--- src/rtl/miter_checker_sat_counter.sv ---
// Saturating up-counter with synchronous clear; it holds at all-ones once reached.
module sat_counter #(
  parameter int unsigned W = 8
) (
  input  logic         clk,
  input  logic         reset,
  input  logic         clr,
  input  logic         inc,
  output logic [W-1:0] count
);

  logic [W-1:0] count_q;

  always_ff @(posedge clk) begin
    if (reset || clr) begin
      count_q <= '0;
    end else if (inc && (count_q != {W{1'b1}})) begin
      count_q <= count_q + W'(1);
    end
  end

  assign count = count_q;

endmodule

--- config.mk ---
export PLATFORM = sky130hd
export DESIGN_NAME = sat_counter
export DESIGN_NICKNAME = d
export VERILOG_FILES = /design/src/rtl/miter_checker_sat_counter.sv
export SDC_FILE = /design/constraint.sdc
export NUM_CORES = 1
export LEC_CHECK = 0
export BUFFER_PORTS_ARGS = -buffer_cell sky130_fd_sc_hd__buf_2
export CAP_MARGIN = 40
export CORE_AREA = 5 5 42 44
export CTS_CLUSTER_SIZE = 30
export DETAILED_ROUTE_END_ITERATION = 10
export DIE_AREA = 0 0 47 49
export PLACE_DENSITY = 0.57
export SLEW_MARGIN = 25
export SYNTH_ARGS = -nofsm -noshare
export SYNTH_HDL_FRONTEND = slang
export SYNTH_SLANG_ARGS = --single-unit
export TNS_END_PERCENT = 1
--- constraint.sdc ---
create_clock -name clk -period 1.37 [get_ports clk]
set_input_delay 0.137 -clock clk [delete_from_list [all_inputs] [get_ports clk]]
set_output_delay 0.137 -clock clk [all_outputs]
set_load 0.03 [all_outputs]
==> impl_metrics.csv <==
group,metric,value,unit
timing,clock-skew-final,0.00143,ns
synthesis,seq_area_frac_synth,38.0,%
timing,relSlewSlack,65.1,%
global_routing,grt_max_degree,9,
drt,finalWirelength,1.01,mm
clock_network,ctsResizeCount,0,
layout,fill_cells,163,
timing,setup_viol_count_final,0,
timing,hold_viol,0,
clock_network,cts_max_level,1,
timing,worst_pin_slew,0.522,ns
place,placed_area,532,sq um
worst_hold_path,hold_class,"in2reg",
run_status,status,"finished, final reports clean",
worst_setup_path,crit_path_max_fanout,5,
worst_setup_path,worstPathRequired,1.53,ns
power_and_ir_drop,leakagePower,0.000241,uW
drt,vias,421,
drt,via_per_inst,5.26,
clock_network,cts_tree,"done",
clock_network,clk_latency,0.26,ns
clock_network,post_cts_buffers,0,
worst_hold_path,min_from,"reset",
floorplan,chipHeight,49,microns
layout,largest_reg_flops,8,
flow_run,maxCapViolCount,0,
timing,finalMaxSlewViolations,0,
worst_setup_path,reg2reg_from,"count[0]$_SDFFE_PP0P_",
layout,area_growth,33.5,%
floorplan,core,0.00140,sq mm
worst_setup_path,critPathKind,"reg2reg",
synthesis,synth_cell_type_count,23,
synthesis,synthArstFlopShare,0,%
place,routabilityCongestion,0.730,
worst_setup_path,crit_arrival,1.43,ns
synthesis,yosys.area.top_type,"dfxtp_1",
global_routing,grt-ovfl-total,0,
clock_network,hold_buffers,0,
worst_setup_path,cp-start-kind,"flip-flop",
timing,max_freq,784,MHz
synthesis,yosysWarnings,0,
drt,wl_per_cell,12.6,microns
global_routing,grt.total_usage,10.5,%
synthesis,netlist_instances,48,
global_routing,antenna_found_initial,0,
layout,drive_gt1_share,43.8,%
global_routing,grt_pass1_wl,1.74,mm
drt,ant_nets,0,
worst_setup_path,worst_setup_path_end_kind,"flip-flop",
worst_setup_path,critPathLaunch,"count[0]$_SDFFE_PP0P_",
floorplan,fp.dieW,47,microns
floorplan,row_count,14,
synthesis,ys_top_cells_by_count,"8 x dfxtp_1, 7 x nand2_1, 5 x a21oi_1, 4 x mux2i_1",
synthesis,synth.area.top_cells,"dfxtp_1 38%, mux2i_1 9.5%, nand2_1 6.2%, a21oi_1 5.9%, and3b_1 4.2%",
layout,finalInstanceArea,563,sq um
drt,drt_iter0_drc,3,
floorplan,floorplan.initialDensity,30.1,%
global_routing,grt_pass1_vias,398,
timing,finalSetupTns,0,ns
drt,drc,0,
floorplan,ios,12,
clock_network,clk_path_buf_depth,2,
clock_network,cts_root_buffer,"clkbuf_4",
synthesis,synth_flop_cell,"dfxtp_1",
synthesis,ys_ff_latch,8,
synthesis,yosys.cell_count.top_type,"dfxtp_1",
timing,rsz0062_at_grt,"no",
synthesis,synth_area_per_cell,8.78,sq um
synthesis,synth_area,422,sq um
synthesis,synth_nets,53,
power_and_ir_drop,vdd_ir_drop_max,515,uV
synthesis,synth-edff-count,0,
clock_network,clkTransAtPathRegs,0.06,ns
layout,nets,70,
clock_network,cts_made_buffers,3,
synthesis,yosysTopAreaCellShare,38.0,%
floorplan,die_area,0.00230,sq mm
layout,antenna_cells,0,
place,portBuffers,11,
clock_network,clkSinkCount,8,
drt,dr.pass1.iters,2,
timing,layout_min_cycle_time,1.28,ns
power_and_ir_drop,p_per_area,832,mW/mm^2
timing,fin_crit_sh,93.1,%
through the flow:
stage	hold WS (ns)	utilization (%)	total power, uW	std cells	setup slack [ns]
2_1_floorplan	0.208	-	257	48	0.0114
3_5_place_dp	0.351	37.9	270	76	0.0868
6_report	0.0851	40.2	469	80	0.0940
3_3_place_gp	0.361	37.9	270	76	0.0996
4_1_cts	0.0786	39.8	478	80	0.0756
5_1_grt	0.100	40.2	502	80	0.00620
report_power, final:
part           internal (uW)  switching (uW)
Sequential               232            2.95
Combinational           12.1            17.4
Clock                    112            91.8
routing by layer:
layer,GRT usage (%),wire (microns),vias to the layer above
met1,13.9,477,195
li1,-,-,214
met2,14.7,474,12
met3,6.64,60,0
met4,1.38,0,0
met5,0,0,-
cell usage in the layout, fill, tap and decap left out, types with 2 or more instances in the layout:
cell type,count
and3b_1,2
nand2_1,7
and3_1,2
or3_1,2
buf_4,2
a21oi_1,5
clkbuf_4,3
mux2i_1,4
dfxtp_1,2
dfxtp_4,2
nand4_1,2
dfxtp_2,4
buf_2,11
path summary, 6_finish.rpt:
| check | end | slack, ns | depth (start not counted) |
|---|---|---|---|
| hold reg to reg | count[4]$_SDFFE_PP0P_ | 0.48 | 2 |
| setup reg to reg | count[6]$_SDFFE_PP0P_ | 0.09 | 4 |
| setup / recovery | count[6]$_SDFFE_PP0P_ | 0.09 | 4 |
| hold / removal | count[2]$_SDFFE_PP0P_ | 0.09 | 2 |
cell type report:
type / count / area (sq um) / area share (%)
Multi-Input combinational cell: 38 / 270 / 48.0
Sequential cell: 8 / 173 / 30.7
Timing Repair Buffer: 13 / 70.1 / 12.4
Clock buffer: 4 / 26.3 / 4.67
Tap cell: 16 / 20.0 / 3.56
Inverter: 1 / 3.75 / 0.667
critical path, stage by stage (launching register included):
cell     delay [ns]
dfxtp_4        0.37
ha_4           0.16
nand3_2        0.08
or4_1          0.39
and3_1         0.18
logic make-up after synthesis:
family,Yosys count,share of synthesized area [%]
AND/OR/NAND/NOR,24,33.8
AO/OA/AOI/OAI,9,13.6
flip-flops,8,38.0
multiplexers,4,9.50
buffers and inverters,2,2.08
adder cells (fa/ha/maj),1,2.97
(Power assumes the default switching activity.)
